File: config.mk
export PLATFORM = sky130hd
export DESIGN_NAME = alu_cmd_issuer
export DESIGN_NICKNAME = d
export VERILOG_FILES = /design/src/rtl/alu_cmd_issuer.sv
export SDC_FILE = /design/constraint.sdc
export NUM_CORES = 1
export LEC_CHECK = 0
export CAP_MARGIN = 0
export CORE_MARGIN = 2
export CORE_UTILIZATION = 47
export CTS_CLUSTER_DIAMETER = 200
export CTS_CLUSTER_SIZE = 8
export DETAILED_ROUTE_END_ITERATION = 8
export PLACE_DENSITY = 0.72
export SYNTH_ARGS = -nofsm -noshare
export SYNTH_HDL_FRONTEND = slang
export SYNTH_SLANG_ARGS = --single-unit
File: constraint.sdc
create_clock -name CLK -period 3 [get_ports CLK]
set_clock_uncertainty 0.1 [all_clocks]
set_input_delay 0.6 -clock CLK [delete_from_list [all_inputs] [get_ports CLK]]
set_output_delay 0.6 -clock CLK [all_outputs]
set_load 0.01 [all_outputs]
File: src/rtl/alu_cmd_issuer.sv
// alu_cmd_issuer: buffers ALU commands in a small FIFO, issues them one at a time
// to a combinational ALU and returns each result under a tagged valid/ready handshake.
module alu_cmd_issuer #(
    parameter int Width = 8,
    parameter int Depth = 4,
    parameter int TagW  = 4
) (
    input  logic                    CLK,
    input  logic                    RST,
    input  logic                    In_Valid,
    output logic                    In_Ready,
    input  logic [Width-1:0]        In_A,
    input  logic [Width-1:0]        In_B,
    input  logic [1:0]              In_Sel,
    output logic [Width-1:0]        Alu_A,
    output logic [Width-1:0]        Alu_B,
    output logic [1:0]              Alu_Sel,
    input  logic [2*Width-1:0]      Alu_Out,
    output logic                    Res_Valid,
    input  logic                    Res_Ready,
    output logic [2*Width-1:0]      Res_Data,
    output logic [1:0]              Res_Sel,
    output logic [TagW-1:0]         Res_Tag,
    output logic [$clog2(Depth):0]  Pending
);
    localparam int PtrW = $clog2(Depth);
    localparam int CntW = PtrW + 1;

    typedef struct packed {
        logic [Width-1:0] a;
        logic [Width-1:0] b;
        logic [1:0]       sel;
    } cmd_t;

    typedef enum logic [1:0] {IDLE, EXEC, HOLD} state_t;

    cmd_t            mem [Depth];
    cmd_t            head;
    logic [PtrW-1:0] wr_ptr, rd_ptr;
    logic [CntW-1:0] count;
    logic [TagW-1:0] tag_cnt, stage_tag;
    state_t          state_q, state_d;
    logic            push, pop, have_cmd;

    assign In_Ready = (count != CntW'(Depth));
    assign Pending  = count;
    assign push     = In_Valid && In_Ready;
    assign have_cmd = (count != '0);
    assign head     = mem[rd_ptr];

    // NOTE: sequential state uses non-blocking assignments so every register samples pre-edge values.
    always_ff @(posedge CLK) begin
        if (RST) state_q <= IDLE;
        else     state_q <= state_d;
    end

    // NOTE: defaults come first so every path assigns every output and no latch is inferred.
    always_comb begin
        state_d = state_q;
        pop     = 1'b0;
        case (state_q)
            IDLE: begin
                if (have_cmd) begin
                    pop     = 1'b1;
                    state_d = EXEC;
                end
            end
            EXEC: state_d = HOLD;
            HOLD: begin
                if (Res_Ready) begin
                    if (have_cmd) begin
                        pop     = 1'b1;
                        state_d = EXEC;
                    end else begin
                        state_d = IDLE;
                    end
                end
            end
            default: state_d = IDLE;
        endcase
    end

    // NOTE: storage is not reset; clearing the pointers empties it and unwritten slots are never read.
    always_ff @(posedge CLK) begin
        if (push) mem[wr_ptr] <= {In_A, In_B, In_Sel};
    end

    always_ff @(posedge CLK) begin
        if (RST) begin
            wr_ptr    <= '0;
            rd_ptr    <= '0;
            count     <= '0;
            tag_cnt   <= '0;
            stage_tag <= '0;
            Alu_A     <= '0;
            Alu_B     <= '0;
            Alu_Sel   <= '0;
            Res_Valid <= 1'b0;
            Res_Data  <= '0;
            Res_Sel   <= '0;
            Res_Tag   <= '0;
        end else begin
            if (push) wr_ptr <= wr_ptr + PtrW'(1);

            if (pop) begin
                rd_ptr    <= rd_ptr + PtrW'(1);
                Alu_A     <= head.a;
                Alu_B     <= head.b;
                Alu_Sel   <= head.sel;
                stage_tag <= tag_cnt;
                tag_cnt   <= tag_cnt + TagW'(1);
            end

            case ({push, pop})
                2'b10:   count <= count + CntW'(1);
                2'b01:   count <= count - CntW'(1);
                default: ;
            endcase

            // The ALU operands have been stable for the whole EXEC cycle, so Alu_Out is settled here.
            if (state_q == EXEC) begin
                Res_Valid <= 1'b1;
                Res_Data  <= Alu_Out;
                Res_Sel   <= Alu_Sel;
                Res_Tag   <= stage_tag;
            end else if (state_q == HOLD && Res_Ready) begin
                Res_Valid <= 1'b0;
            end
        end
    end
endmodule

==> results of run 1 <==
## path summary, 6_finish.rpt
path | endpoint | depth (start not counted) | slack, ps | start
min | Alu_A[0] | 3 | 350 | RST
max | In_Ready | 2 | 340 | Pending[2]
max reg2reg | Pending[2] | 8 | 530 | Pending[2]
min reg2reg | Res_Data[15] | 2 | 350 | Res_Data[15]
## Yosys cell counts, drive strengths merged (7+ instances only)
cell type | count | area [sq um]
a21oi | 35 | 175
buf | 13 | 77.6
clkbuf | 10 | 37.5
dfxtp | 58 | 1160
edfxtp | 72 | 2160
mux4 | 18 | 405
nand2 | 47 | 176
nand2b | 20 | 125
nand4 | 7 | 43.8
o2bb2ai | 18 | 214
o31ai | 7 | 52.6
## cell type report
class | count | share of cell area [%]
Sequential cell | 130 | 50.6
Multi-Input combinational cell | 196 | 23.9
Timing Repair Buffer | 93 | 13.9
Clock buffer | 17 | 6.31
Tap cell | 136 | 2.59
Inverter | 6 | 0.343
Clock inverter | 15 | 2.38
## cells by family after synthesis
kind of cell / count (synthesis) / share of synthesized area, %
flops: 130 / 66.1
mux: 21 / 8.81
buf+inv: 29 / 2.74
xor+xnor: 2 / 0.348
fa+ha+maj: 7 / 1.89
compound gates: 63 / 9.18
simple gates: 103 / 10.9
## through the flow
step                      util, %  std cells
after global placement       57.8        561
final                        63.3        593
after global routing         63.3        593
after detailed placement     57.8        561
after CTS                    63.3        593
after floorplan                 -        355
## layer usage
layer | vias to the layer above | global-route usage, %
met4 | 0 | 6.78
met1 | 1480 | 21.3
met2 | 107 | 30.5
met3 | 15 | 5.15
li1 | 1510 | -
met5 | - | 0
## state kept, by name, summed over array words and instances (netlist names)
name       flops
rd_ptr         2
stage_tag      4
Res_Tag        4
Pending        3
tag_cnt        4
Alu_B          8
Alu_A          8
Res_Data      16
Res_Sel        2
Alu_Sel        2
wr_ptr         2
Res_Valid      1
mem           72
state_q        2
## critical path: stages, from the launching register on
cell             delay [ps]
dfxtp_1                 410
or3b_1                  500
clkdlybuf4s50_1         530
## power by group
group          switching, mW  internal (mW)
sequential             0.202           2.19
combinational          0.852          0.829
clock                  0.869           1.07
==> impl_metrics.env, run 1 <==
export IMPL_status="finished, final reports clean"
export IMPL_fin_area_sq_um=6570
export IMPL_timing_hold_ws_ps=345
export IMPL_syn_inst=355
export IMPL_hold_buffers=0
export IMPL_cp_max_fo=10
export IMPL_gp_congestion=0.756
export IMPL_yosysSeqAreaShare_pct=66.1
export IMPL_ir_drop_v=0.000551
export IMPL_drt_iter0_drc=218
export IMPL_ys_warnings_count=0
export IMPL_cap_violations=0
export IMPL_cts_tree="built"
export IMPL_crit_arrival_ps=1960
export IMPL_async_flop_share_pct=0
export IMPL_top_layer="met4"
export IMPL_grt_usage_pct=17.8
export IMPL_synth_seq_cells=130
export IMPL_worstSkewPairLatency_ps=520
export IMPL_synthesis_nets=400
export IMPL_routed_wl_um=9620
export IMPL_dieArea_sq_um=11500
export IMPL_start_kind="flop"
export IMPL_area_delta_synth_final_pct=30.6
export IMPL_core_rowCount=37
export IMPL_p_leak_nw=2.23
export IMPL_grt_pass1_wl_um=15600
export IMPL_final_cell_mix="clkdlybuf4s50_1, edfxtp_1, dfxtp_1"
export IMPL_synth_cell_types=37
export IMPL_crit_type="reg -> out"
export IMPL_final_max_slew_viol_count=0
export IMPL_start_util_pct=48.5
export IMPL_ios=83
export IMPL_ys_flop_type="edfxtp_1"
export IMPL_post_place_ws_ps=164
export IMPL_clkSlewWorstSetupHoldPaths_ps=60
export IMPL_rsz0062_at_grt="false"
export IMPL_wl_met1_um=4170
export IMPL_wire_per_inst_um=16.2
export IMPL_timing_final_ws_setup_ps=342
export IMPL_avgSynthCellArea_sq_um=14.2
export IMPL_end_kind="output pin"
export IMPL_met2_wirelength_um=4720
export IMPL_power_density_nw_per_um2=916
export IMPL_fin_crit_ps=2660
export IMPL_finalCritPeriodShare_pct=88.6
export IMPL_syn_cell_area_sq_um=5030
export IMPL_drc_errors=0
export IMPL_worst_pin_slew_ps=967
export IMPL_finalHoldViolCount=0
export IMPL_drtAntennaViolNets=0
export IMPL_vias_per_cell=5.25
export IMPL_cts_buffers=17
export IMPL_io_buffers=82
export IMPL_dr_wl_met3_um=595
export IMPL_hp_class="in -> reg"
export IMPL_cp_required_ps=2300
export IMPL_grt_pass1_vias=3182
export IMPL_diodes=0
export IMPL_final_setup_viol_count=0
export IMPL_hpwl_um=5950
export IMPL_h_tree_depth=4
export IMPL_final_setup_tns_ps=0
export IMPL_die_x_um=107
export IMPL_cts_root_buffer="clkbuf_8"
export IMPL_cts_sinks=130
export IMPL_die_height_um=107
export IMPL_grt_max_degree=61
export IMPL_totalPowerFinal_mw=6.01
export IMPL_drt_pass1_iterations=4
export IMPL_final_layout_size_suffix_gt1_share_pct=16.8
export IMPL_post_cts_setup_buffers=0
export IMPL_cts_resized=0
export IMPL_via_count=3112
export IMPL_slew_headroom_pct=35.2
export IMPL_clk_path_buf_depth=2
export IMPL_grt_ovfl_total=0
export IMPL_final_nets=489
export IMPL_seqCellArea_sq_um=3320
export IMPL_antenna_found_initial=0
export IMPL_clock_fmax_ghz=0.376
export IMPL_core_sq_um=10400
export IMPL_multi_input_area_sq_um=1570
export IMPL_placed_area_sq_um=5990
export IMPL_synth_edff_count=72
export IMPL_final_common_cell="clkdlybuf4s50_1"
export IMPL_fillers=792
Note: power is estimated with default switching activity, not from simulation.
==> inputs of run 2 (changes only) <==
- GPL_TIMING_DRIVEN: not set -> 1
==> results of run 2 <==
Final layout, timing and power as in run 1 (identical DEF).
